**src/rtl/i2c_bit_ctrl.sv**
```systemverilog
// Bit-level I2C master sequencer: START/STOP/WRITE/READ over valid/ready, open-drain enables.
// Define I2C_CLK_STRETCH_EN to make SCL-high phases wait for the slave to release SCL.
module i2c_bit_ctrl #(
  parameter int CNT_W       = 32,
  parameter int SYNC_STAGES = 2
) (
  input  logic             clk,
  input  logic             rst,
  input  logic             cmd_valid,
  output logic             cmd_ready,
  input  logic [1:0]       cmd,
  input  logic             cmd_din,
  output logic             rsp_valid,
  output logic             rsp_dout,
  output logic             rsp_err,
  output logic             arb_lost,
  output logic             busy,
  input  logic [CNT_W-1:0] tsusta,
  input  logic [CNT_W-1:0] tsusto,
  input  logic [CNT_W-1:0] thdsta,
  input  logic [CNT_W-1:0] tsudat,
  input  logic [CNT_W-1:0] tbuf,
  input  logic [CNT_W-1:0] thigh,
  input  logic [CNT_W-1:0] tlow,
  input  logic             scl_i,
  input  logic             sda_i,
  output logic             scl_oe,
  output logic             sda_oe
);

  typedef enum logic [3:0] {
    IDLE, R_PRE, S_SU, S_HD, S_LOW, P_PRE, P_SU, P_BUF, W_SU, W_HI, W_LO
  } state_t;

  localparam logic [1:0] CMD_START = 2'b00;
  localparam logic [1:0] CMD_STOP  = 2'b01;
  localparam logic [1:0] CMD_READ  = 2'b11;

  state_t             state_q, state_d;
  logic [CNT_W-1:0]   cnt_q, cnt_d;
  logic               scl_oe_q, scl_oe_d, sda_oe_q, sda_oe_d;
  logic               started_q, started_d;
  logic               din_q, din_d, rd_q, rd_d, rbit_q, rbit_d;
  logic               rsp_valid_q, rsp_valid_d, rsp_dout_q, rsp_dout_d;
  logic               rsp_err_q, rsp_err_d, arb_q, arb_d;
  logic [SYNC_STAGES-1:0] scl_sync_q, sda_sync_q;
  logic               scl_s, sda_s, scl_hold, arb_gate, done, wsda;

  assign scl_s = scl_sync_q[SYNC_STAGES-1];
  assign sda_s = sda_sync_q[SYNC_STAGES-1];

`ifdef I2C_CLK_STRETCH_EN
  // SCL-released phases only start counting once the bus actually shows SCL high.
  assign scl_hold = ((state_q == W_HI) || (state_q == S_SU) || (state_q == P_SU)) && !scl_s;
  assign arb_gate = scl_s;
`else
  logic unused_scl;
  assign unused_scl = scl_s;
  assign scl_hold   = 1'b0;
  assign arb_gate   = 1'b1;
`endif

  assign done = (cnt_q == '0) && !scl_hold;

  function automatic logic [CNT_W-1:0] ld(input logic [CNT_W-1:0] n);
    return (n == '0) ? '0 : n - CNT_W'(1);
  endfunction

  always_comb begin
    state_d     = state_q;
    cnt_d       = cnt_q;
    scl_oe_d    = scl_oe_q;
    sda_oe_d    = sda_oe_q;
    started_d   = started_q;
    din_d       = din_q;
    rd_d        = rd_q;
    rbit_d      = rbit_q;
    rsp_valid_d = 1'b0;
    rsp_dout_d  = 1'b0;
    rsp_err_d   = 1'b0;
    arb_d       = 1'b0;

    if (state_q != IDLE && !scl_hold && cnt_q != '0) cnt_d = cnt_q - CNT_W'(1);

    case (state_q)
      IDLE: if (cmd_valid) begin
        din_d = cmd_din;
        rd_d  = (cmd == CMD_READ);
        if (cmd == CMD_START)     state_d = started_q ? R_PRE : S_SU;
        else if (!started_q) begin
          rsp_valid_d = 1'b1;
          rsp_err_d   = 1'b1;
        end
        else if (cmd == CMD_STOP) state_d = P_PRE;
        else                      state_d = W_SU;
      end
      R_PRE: if (done) state_d = S_SU;
      S_SU:  if (done) state_d = S_HD;
      S_HD:  if (done) state_d = S_LOW;
      S_LOW: if (done) begin
        state_d     = IDLE;
        started_d   = 1'b1;
        rsp_valid_d = 1'b1;
      end
      P_PRE: if (done) state_d = P_SU;
      P_SU:  if (done) state_d = P_BUF;
      P_BUF: if (done) begin
        state_d     = IDLE;
        started_d   = 1'b0;
        rsp_valid_d = 1'b1;
      end
      W_SU:  if (done) state_d = W_HI;
      W_HI: begin
        if (!rd_q && din_q && !sda_s && arb_gate) begin
          state_d     = IDLE;
          scl_oe_d    = 1'b0;
          sda_oe_d    = 1'b0;
          started_d   = 1'b0;
          rsp_valid_d = 1'b1;
          rsp_err_d   = 1'b1;
          arb_d       = 1'b1;
        end else if (done) begin
          rbit_d  = sda_s;
          state_d = W_LO;
        end
      end
      W_LO: if (done) begin
        state_d     = IDLE;
        rsp_valid_d = 1'b1;
        rsp_dout_d  = rd_q & rbit_q;
      end
      default: state_d = IDLE;
    endcase

    // Phase entry: drive the phase's line levels and load its duration.
    wsda = ~din_d & ~rd_d;
    if (state_d != state_q && state_d != IDLE) begin
      case (state_d)
        R_PRE: begin scl_oe_d = 1'b1; sda_oe_d = 1'b0; cnt_d = ld(tsudat); end
        S_SU:  begin scl_oe_d = 1'b0; sda_oe_d = 1'b0; cnt_d = ld(tsusta); end
        S_HD:  begin scl_oe_d = 1'b0; sda_oe_d = 1'b1; cnt_d = ld(thdsta); end
        S_LOW: begin scl_oe_d = 1'b1; sda_oe_d = 1'b1; cnt_d = ld(tlow);   end
        P_PRE: begin scl_oe_d = 1'b1; sda_oe_d = 1'b1; cnt_d = ld(tsudat); end
        P_SU:  begin scl_oe_d = 1'b0; sda_oe_d = 1'b1; cnt_d = ld(tsusto); end
        P_BUF: begin scl_oe_d = 1'b0; sda_oe_d = 1'b0; cnt_d = ld(tbuf);   end
        W_SU:  begin scl_oe_d = 1'b1; sda_oe_d = wsda; cnt_d = ld(tsudat); end
        W_HI:  begin scl_oe_d = 1'b0; sda_oe_d = wsda; cnt_d = ld(thigh);  end
        W_LO:  begin scl_oe_d = 1'b1; sda_oe_d = wsda; cnt_d = ld(tlow);   end
        default: ;
      endcase
    end
  end

  always_ff @(posedge clk) begin
    if (rst) begin
      state_q     <= IDLE;
      cnt_q       <= '0;
      scl_oe_q    <= 1'b0;
      sda_oe_q    <= 1'b0;
      started_q   <= 1'b0;
      din_q       <= 1'b0;
      rd_q        <= 1'b0;
      rbit_q      <= 1'b0;
      rsp_valid_q <= 1'b0;
      rsp_dout_q  <= 1'b0;
      rsp_err_q   <= 1'b0;
      arb_q       <= 1'b0;
      scl_sync_q  <= '1;
      sda_sync_q  <= '1;
    end else begin
      state_q     <= state_d;
      cnt_q       <= cnt_d;
      scl_oe_q    <= scl_oe_d;
      sda_oe_q    <= sda_oe_d;
      started_q   <= started_d;
      din_q       <= din_d;
      rd_q        <= rd_d;
      rbit_q      <= rbit_d;
      rsp_valid_q <= rsp_valid_d;
      rsp_dout_q  <= rsp_dout_d;
      rsp_err_q   <= rsp_err_d;
      arb_q       <= arb_d;
      scl_sync_q  <= {scl_sync_q[SYNC_STAGES-2:0], scl_i};
      sda_sync_q  <= {sda_sync_q[SYNC_STAGES-2:0], sda_i};
    end
  end

  assign cmd_ready = (state_q == IDLE);
  assign busy      = (state_q != IDLE) || started_q;
  assign rsp_valid = rsp_valid_q;
  assign rsp_dout  = rsp_dout_q;
  assign rsp_err   = rsp_err_q;
  assign arb_lost  = arb_q;
  assign scl_oe    = scl_oe_q;
  assign sda_oe    = sda_oe_q;

endmodule
```
**config.mk**
```make
export PLATFORM = sky130hd
export DESIGN_NAME = i2c_bit_ctrl
export DESIGN_NICKNAME = d
export VERILOG_FILES = /design/src/rtl/i2c_bit_ctrl.sv
export SDC_FILE = /design/constraint.sdc
export NUM_CORES = 1
export LEC_CHECK = 0
export ABC_AREA = 1
export CAP_MARGIN = 10
export CORE_MARGIN = 2
export CORE_UTILIZATION = 50
export CTS_CLUSTER_SIZE = 30
export DETAILED_ROUTE_END_ITERATION = 12
export HOLD_SLACK_MARGIN = 0.05
export PLACE_DENSITY = 0.79
export RECOVER_POWER = 25
export REMOVE_ABC_BUFFERS = 1
export SLEW_MARGIN = 40
export SYNTH_ARGS = -nofsm -noshare
export SYNTH_HDL_FRONTEND = slang
export SYNTH_SLANG_ARGS = --single-unit
```
**constraint.sdc**
```tcl
create_clock -name clk -period 6.15 [get_ports clk]
set_clock_uncertainty 0.15 [all_clocks]
set_input_delay 1.23 -clock clk [delete_from_list [all_inputs] [get_ports clk]]
set_output_delay 1.23 -clock clk [all_outputs]
set_load 0.05 [all_outputs]
```
==> impl_metrics.tcl, run 1 <==
set metrics [dict create \
    outcome "completed" \
    cts_made_buffers 5 \
    ys_types 47 \
    rows 53 \
    cp_slowest_cell "nor2_2" \
    holdCritPathClass "flop to flop" \
    peakVddDrop_v 0.000217 \
    worstMarginPinSlew_ns 0.999 \
    cts_resized 0 \
    grt_pass1_vias 12700 \
    slew_viol_final 0 \
    clk_path_buf_depth 2 \
    crit-reg2reg-launch "cnt_q[0]" \
    drc 0 \
    finalHoldViolCount 0 \
    rsz0062_at_grt "no" \
    maxCapViolCount 0 \
    via_per_inst 5.61 \
    slew_headroom 0.333 \
    synth_largest_type_area_fraction 0.200 \
    end_kind "flop" \
    postRouteAntennaNets 0 \
    arrival_ns 4.54 \
    synth.top_cells.by_count "nor2_1, nand2_1, inv_1" \
    insertion_delay_ns 0.29 \
    syn_avg_cell_area_sq_um 5.36 \
    fin_crit_sh 0.725 \
    crit_start "cmd[1]" \
    hold_ws_ns 0.279 \
    synth_most_common_cell "nor2_1" \
    synth-seq-area-share 0.0913 \
    wl_per_cell_microns 17.3 \
    fin_nets 2425 \
    fin_crit_ns 4.46 \
    netlist.top_cell.by_area "nor2_1" \
    clock_sinks 48 \
    hp-start "sda_sync_q[0]" \
    globalplace.congestion 1.09 \
    cts.htree.levels 2 \
    syn_area_sq_um 10500 \
    vias 13800 \
    n_antenna_cell 0 \
    hold_buffers 0 \
    cp-start-kind "primary input" \
    ys_seq_elements 48 \
    syn_inst 1962 \
    path_cells "clkdlybuf4s50_1, nor2_1, nand2_1, nand2_1, o22ai_1, nand2_1, o21ai_0, a21oi_1, nand2_2, nor2_2, nand2_1, nor2_1, nor2_1, nand2_1, nor2_1, nor2_1" \
    yosysWarnings 0 \
    area_growth_pct 25.4 \
    max_clock_freq_mhz 224 \
    clock_tree.root_cell "clkbuf_16" \
    synth_edf_count 0 \
    path_depth 16 \
    drtIter0Drc 1397 \
    ff2ff_path_depth 17 \
    cellLeakagePower_nw 5.60 \
    cts_tree "yes" \
    grt_util_all_layers 0.371 \
    crit_family "simple AND/OR/NAND/NOR gates" \
    hpwl_mm 36.2 \
    dp.cells 2445 \
    grt_max_degree 38 \
    coreArea_sq_um 20800 \
    wl_mm 42.5 \
    p_per_area_nw_per_um2 155 \
    synth.area.top_cells "nor2_1, nand2_1, xor2_1, dfxtp_1, xnor2_1" \
    initial_core_util 0.505 \
    synthFlopType "dfxtp_1" \
    gr-total-overflow 0 \
    crit_required_ns 6.23 \
    post_cts_buffers 0 \
    hold_depth 1 \
    die_w_microns 149 \
    fp.dieH_microns 149 \
    antenna_found_initial 0 \
    drive_gt1_frac 0.0445 \
    critical_path.max_fanout 13 \
    path_class "primary input to flop" \
    path_clk_slew_ns 0.07 \
    path_buf_inv 1 \
    async_flop_share 0 \
    power_mw 2.04 \
    grt_pass1_wl_mm 65.0 \
    stdcell_count 2454 \
    portBuffers 238 \
    setup_viol 0 \
    dieArea_sq_um 22200 \
    crit_path_max_incr_delay_ns 0.52 \
    num_io_pins 240 \
    drtPass1Iterations 7 \
    setup_tns_ns 0 \
]
## logic make-up after synthesis
kind of cell             Yosys count  synth area share
AND/OR/NAND/NOR                 1389             0.574
XOR/XNOR                         226             0.188
buffers and inverters            192            0.0772
AO/OA/AOI/OAI                     91            0.0508
flip-flops                        48            0.0913
adder cells (fa/ha/maj)           15            0.0178
multiplexers                       1          0.000951
## layout make-up
cell class / instances / area (sq um)
Clock buffer: 6 / 129
Clock inverter: 2 / 16.3
Sequential cell: 48 / 961
Fill cell: 2059 / 7620
Inverter: 159 / 597
Timing Repair Buffer: 242 / 2420
Multi-Input combinational cell: 1722 / 8730
Tap cell: 275 / 344
## final timing paths
check	endpoint	slack, ns
worst min register to register	sda_sync_q[1]	0.28
worst max-delay path	cnt_q[23]	1.69
worst max register to register	cnt_q[23]	2.26
worst min-delay path	sda_sync_q[1]	0.28
## layer usage
metal,up-vias,track usage,wire length (microns)
met5,-,0,0
li1,6691,-,-
met3,109,0.0260,4260
met1,6155,0.495,17100
met2,800,0.624,19200
met4,0,0.147,1920
## sequential cells by signal, indices dropped and copies added (netlist names)
signal	cells
cnt_q	32
state_q	4
sda_sync_q	2
arb_lost	1
din_q	1
rbit_q	1
rd_q	1
rsp_dout	1
rsp_err	1
rsp_valid	1
scl_oe	1
sda_oe	1
started_q	1
## per-stage QoR
stage / setup slack (ns) / utilization / area [sq um]
floorplan: 2.77 / - / 10300
CTS: 1.91 / 0.634 / 13200
finish: 1.69 / 0.634 / 13200
global route: 1.52 / 0.634 / 13200
global placement: 1.71 / 0.627 / 13100
detailed placement: 1.61 / 0.627 / 13100
## cell usage in the layout, fill, tap and decap left out, types with 20 or more instances in the layout
master and instances:
o21ai_0 43, nor4_1 23, dfxtp_1 48, nor2_1 560, nor2_2 20, clkdlybuf4s50_1 233
xor2_1 141, a21oi_1 21, nand4_1 61, nand3_1 139, nand2_1 461, xnor2_1 85
nor3_1 58, inv_1 150
## power breakdown
part           switching, mW  total (mW)  internal, mW
Combinational          0.827        1.33         0.500
Clock                  0.125       0.276         0.152
Sequential            0.0676       0.440         0.373
Power figures use the tool's default switching activity.
==> inputs of run 2 (changes only) <==
- clock period: 6.15 -> 4.55 ns (I/O delays scaled with it)
==> run 2 against run 1 <==
Setup slack lost 1.1 ns. Combinational power increased by 37%. Critical path depth shrank 1. Register-to-register slack got worse by 1.4 ns. Worst hold slack got worse by 0.0054 ns. Cell area increased by 1.0%. Clock power up 71%. Via count up 0.21%. Largest cell class unchanged.
==> impl_metrics.tcl, run 2 (synthesis gave the netlist of run 1 again) <==
set metrics [dict create \
    outcome "completed" \
    path_clk_slew_ns 0.06 \
    fin_area_sq_um 13300 \
    hpwl_mm 37.1 \
    cp-start-kind "primary input" \
    wl_met1_mm 17.9 \
    final_util 0.640 \
    cts_made_buffers 5 \
    clock_tree.root_cell "clkbuf_16" \
    wl_per_cell_microns 17.6 \
    top_register "cnt_q" \
    pre_cts_ws_ns 0.468 \
    cts_resized 0 \
    top_layer_used "met4" \
    drive_gt1_frac 0.0497 \
    crit_required_ns 4.57 \
    via_per_inst 5.59 \
    grt_max_degree 35 \
    setup_tns_ns 0 \
    insertion_delay_ns 0.29 \
    rsz0062_at_grt "no" \
    die_w_microns 149 \
    vias 13800 \
    holdCritPathClass "flop to flop" \
    rows 53 \
    antenna_found_initial 0 \
    globalplace.congestion 1.05 \
    setup_viol 0 \
    fin_nets 2439 \
    coreArea_sq_um 20800 \
    finalHoldViolCount 0 \
    critical_path.max_fanout 12 \
    path_class "primary input to flop" \
    hold_end "sda_sync_q[1]" \
    hold_buffers 0 \
    grt_pass1_wl_mm 67.8 \
    end_kind "flop" \
    hold_depth 1 \
    slew_viol_final 0 \
    drtPass1Iterations 6 \
    layout_common_cells "nor2_1, nand2_1, clkdlybuf4s50_1" \
    grt_util_all_layers 0.384 \
    clock_sinks 48 \
    dieArea_sq_um 22200 \
    fin_crit_ns 3.96 \
    drtIter0Drc 1363 \
    worst_slack_ns 0.595 \
    crit-reg2reg-launch "cnt_q[0]" \
    fin_crit_sh 0.869 \
    post_cts_buffers 0 \
    p_per_area_nw_per_um2 216 \
    drc 0 \
    largest_reg_flops 32 \
    gr-total-overflow 0 \
    maxCapViolCount 0 \
    cellLeakagePower_nw 5.70 \
    wl_mm 43.3 \
    place_area_sq_um 13200 \
    wl_met2_mm 19.6 \
    cts_tree "yes" \
    grt_pass1_vias 13200 \
    n_antenna_cell 0 \
    initial_core_util 0.505 \
    portBuffers 238 \
    wl_met3_mm 3.73 \
    arrival_ns 3.97 \
    final_common_cell "nor2_1" \
    reg2reg_slack_ns 0.83 \
    hp-start "sda_sync_q[0]" \
    cts.htree.levels 2 \
    num_io_pins 240 \
    fp.dieH_microns 149 \
    r2r_end "cnt_q[24]" \
    slew_headroom 0.323 \
    max_clock_freq_mhz 253 \
    worstMarginPinSlew_ns 1.01 \
    clk_path_buf_depth 2 \
    area_growth_pct 26.7 \
    hold_ws_ns 0.274 \
    peakVddDrop_v 0.000213 \
    largest_registers "cnt_q (32), state_q (4), sda_sync_q (2)" \
    ff2ff_path_depth 16 \
    postRouteAntennaNets 0 \
]
run 2: cell types whose count changed in the layout (fill, tap and decap cells not counted):
| cell | change |
|---|---|
| clkinv_4 | -1 |
| buf_4 | +15 |
| nor2_2 | -2 |
| bufinv_16 | +2 |
| buf_8 | -1 |
| clkinvlp_4 | -1 |
| clkbuf_1 | -1 |
| nor2_1 | +2 |
run 2: worst max-delay path, stage by stage:
cell,delay (ns)
dlygate4sd3_1,0.57
nand2_1,0.10
inv_1,0.06
nand2_1,0.07
o22ai_1,0.10
nand2_1,0.07
o21ai_0,0.08
a21oi_1,0.50
nor2_1,0.34
nand2_1,0.40
o21ai_1,0.12
nor2_1,0.15
nand2_1,0.10
nor2_1,0.33
nor2_1,0.08
run 2: cell type report:
cell class	count	area, sq um
clock buffers	5	125
well taps	275	344
inverters	159	597
clock inverters	2	60.1
repair buffers	256	2520
flip-flops and latches	48	961
fillers	2042	7490
multi-input cells	1722	8730
run 2: how the worst max path moves through the flow:
stage                     startpoint  slack, ns  depth (start not counted)        end
after global placement        cmd[1]       0.57                         15  cnt_q[20]
final                      cmd_valid       0.59                         15  cnt_q[24]
after floorplan           state_q[0]       1.45                         17  cnt_q[27]
after detailed placement      cmd[1]       0.47                         16  cnt_q[20]
after global routing       cmd_valid       0.35                         15  cnt_q[24]
after CTS                     cmd[1]       0.75                         16  cnt_q[20]
run 2: routing by layer:
metal	vias to the layer above	GRT usage
li1	6713	-
met1	6172	0.496
met2	762	0.654
met3	137	0.0462
met4	0	0.147
met5	-	0
run 2: power by group:
part / switching (mW) / internal, mW / total [mW]
Sequential: 0.0946 / 0.504 / 0.598
Combinational: 1.14 / 0.676 / 1.82
Clock: 0.160 / 0.312 / 0.472
Total: 1.40 / 1.49 / 2.89
run 2: stage by stage:
step	instances	power, mW
4_1_cts	2467	2.84
3_5_place_dp	2460	2.35
2_1_floorplan	1929	1.72
6_report	2467	2.89
3_3_place_gp	2460	2.32
5_1_grt	2467	3.08
==> inputs of run 3 (changes only) <==
- CORE_UTILIZATION: 50 -> 25
- PLACE_DENSITY: 0.79 -> 0.45
==> run 3 against run 2 <==
The flow now finishes with violations (max-capacitance violations, max-slew violations). Cell area is 2.6% higher. Clock power is 17% lower. Utilization is 31 points lower. Worst hold slack worse by 0.015 ns. Count of clock-buffer cells in the layout is 3 higher. Maximum frequency is 1.7% lower. Combinational power hardly changed. Global-route usage is 17 points lower. Die area is 97% higher. Largest cell class unchanged. Largest power group unchanged.
==> impl_metrics.tcl, run 3 (synthesis gave the netlist of run 1 again) <==
set metrics [dict create \
    fin_crit_sh 0.885 \
    p_per_area_nw_per_um2 205 \
    max_clock_freq_mhz 248 \
    cts_made_buffers 5 \
    wl_mm 48.7 \
    finalHoldViolCount 0 \
    area_growth_pct 30.0 \
    layout_common_cells "nor2_1, nand2_1, clkdlybuf4s50_1" \
    top_register "cnt_q" \
    drc 0 \
    crit_required_ns 4.63 \
    grt_pass1_wl_mm 73.3 \
    via_per_inst 4.78 \
    drtIter0Drc 975 \
    maxCapViolCount 1 \
    globalplace.congestion 0.995 \
    power_mw 2.80 \
    p_int_mw 1.41 \
    swShare 0.498 \
    rows 75 \
    path_buf_inv 1 \
    grt_pass1_vias 12800 \
    arrival_ns 4.11 \
    final_common_cell "nor2_1" \
    drtPass1Iterations 5 \
    antenna_found_initial 3 \
    pre_cts_ws_ns 0.335 \
    slew_viol_final 35 \
    initial_core_util 0.252 \
    holdCritPathClass "flop to flop" \
    gr-total-overflow 0 \
    rsz0062_at_grt "no" \
    slew_headroom -0.00888 \
    postRouteAntennaNets 0 \
    hold_ws_ns 0.259 \
    clock_tree.root_cell "clkbuf_16" \
    grt_util_all_layers 0.217 \
    cts_resized 0 \
    end_kind "flop" \
    largest_reg_flops 32 \
    insertion_delay_ns 0.29 \
    path_clk_slew_ns 0.07 \
    cts_tree "yes" \
    path_class "primary input to flop" \
    drive_gt1_frac 0.0510 \
    hpwl_mm 42.9 \
    die_w_microns 209 \
    fin_nets 2443 \
    peakVddDrop_v 0.000213 \
    setup_viol 0 \
    post_cts_buffers 0 \
    combPwrFrac 0.646 \
    dieArea_sq_um 43800 \
    fin_crit_ns 4.03 \
    coreArea_sq_um 41800 \
    grt_max_degree 40 \
    worstMarginPinSlew_ns 1.51 \
    portBuffers 238 \
    cellLeakagePower_nw 5.71 \
    worst_slack_ns 0.525 \
    largest_registers "cnt_q (32), state_q (4), sda_sync_q (2)" \
    hold_buffers 0 \
    power.switching_mw 1.40 \
    fp.dieH_microns 209 \
    path_cells "dlygate4sd3_1, nand2_1, nand2_1, o21ai_0, nand2_1, nand3_4, nand2_2, nor2_1, nand2_1, nor2_1, nor2_1, o21ai_1, nor2_1, nor2_1" \
    num_io_pins 240 \
    sequentialPowerShare 0.214 \
    cp_common_cell "nor2_1" \
    clock_sinks 48 \
    setup_tns_ns 0 \
    p_clk_frac 0.140 \
    cts.htree.levels 2 \
    wl_per_cell_microns 17.8 \
    crit_family "simple AND/OR/NAND/NOR gates" \
    violations "max-capacitance violations, max-slew violations" \
    cp_slowest_cell "dlygate4sd3_1" \
    clk_path_buf_depth 2 \
    outcome "finished, violations left" \
    critical_path.max_fanout 12 \
    vias 13100 \
    crit_path_max_incr_delay_ns 0.58 \
    cp-start-kind "primary input" \
]
==> run 3: cell types whose count changed in the layout (fill, tap and decap cells not counted), moves of 2 or more <==
| cell | delta |
|---|---|
| clkbuf_1 | +3 |
| bufinv_16 | -2 |
| diode_2 | +3 |
| buf_4 | +2 |
==> run 3: layout make-up <==
type	instances	area [sq um]
Clock buffer	8	146
Fill cell	4765	28100
Sequential cell	48	961
Timing Repair Buffer	260	2560
Multi-Input combinational cell	1722	8740
Inverter	159	597
Antenna cell	3	7.51
Tap cell	539	674
==> run 3: worst paths after layout <==
check	from	end	slack, ns	depth (start not counted)
max	cmd_valid	cnt_q[28]	0.52	14
min	sda_sync_q[0]	sda_sync_q[1]	0.26	1
max reg2reg	cnt_q[0]	cnt_q[28]	0.75	17
min reg2reg	sda_sync_q[0]	sda_sync_q[1]	0.26	1
==> run 3: metrics by stage <==
stage,area [sq um],instances,util
after floorplan,10300,1929,-
after global placement,13500,2728,0.324
after detailed placement,13500,2728,0.324
after CTS,13700,2736,0.328
after global routing,13700,2739,0.328
final,13700,2739,0.328
==> run 3: power groups by stage <==
stage               sequential [mW]  combinational [mW]  clock, mW
floorplan                     0.587                1.13          0
global placement              0.606                1.80          0
detailed placement            0.607                1.80          0
CTS                           0.598                1.81      0.402
global route                  0.609                2.03      0.416
finish                        0.600                1.81      0.392
==> run 3: worst reg2reg max path, stage by stage, from the launching register on <==
cell	delay, ns
dfxtp_1	0.40
inv_1	0.13
ha_1	0.25
nand2_1	0.14
nor2_1	0.07
nand2_1	0.14
inv_1	0.07
nand2_2	0.14
nand3_2	0.16
nand3_4	0.18
nand2_2	0.14
nor2_1	0.58
nand2_1	0.52
nor2_1	0.30
nor2_1	0.13
o21ai_1	0.09
nor2_1	0.09
nor2_1	0.08
==> run 3: layer usage <==
layer  up-vias  share of wire  global-route usage
met3        48          0.047              0.0188
met2       369           0.46               0.369
li1       6737              -                   -
met5         -              0                   0
met4         0          0.026              0.0554
met1      5949           0.46               0.293
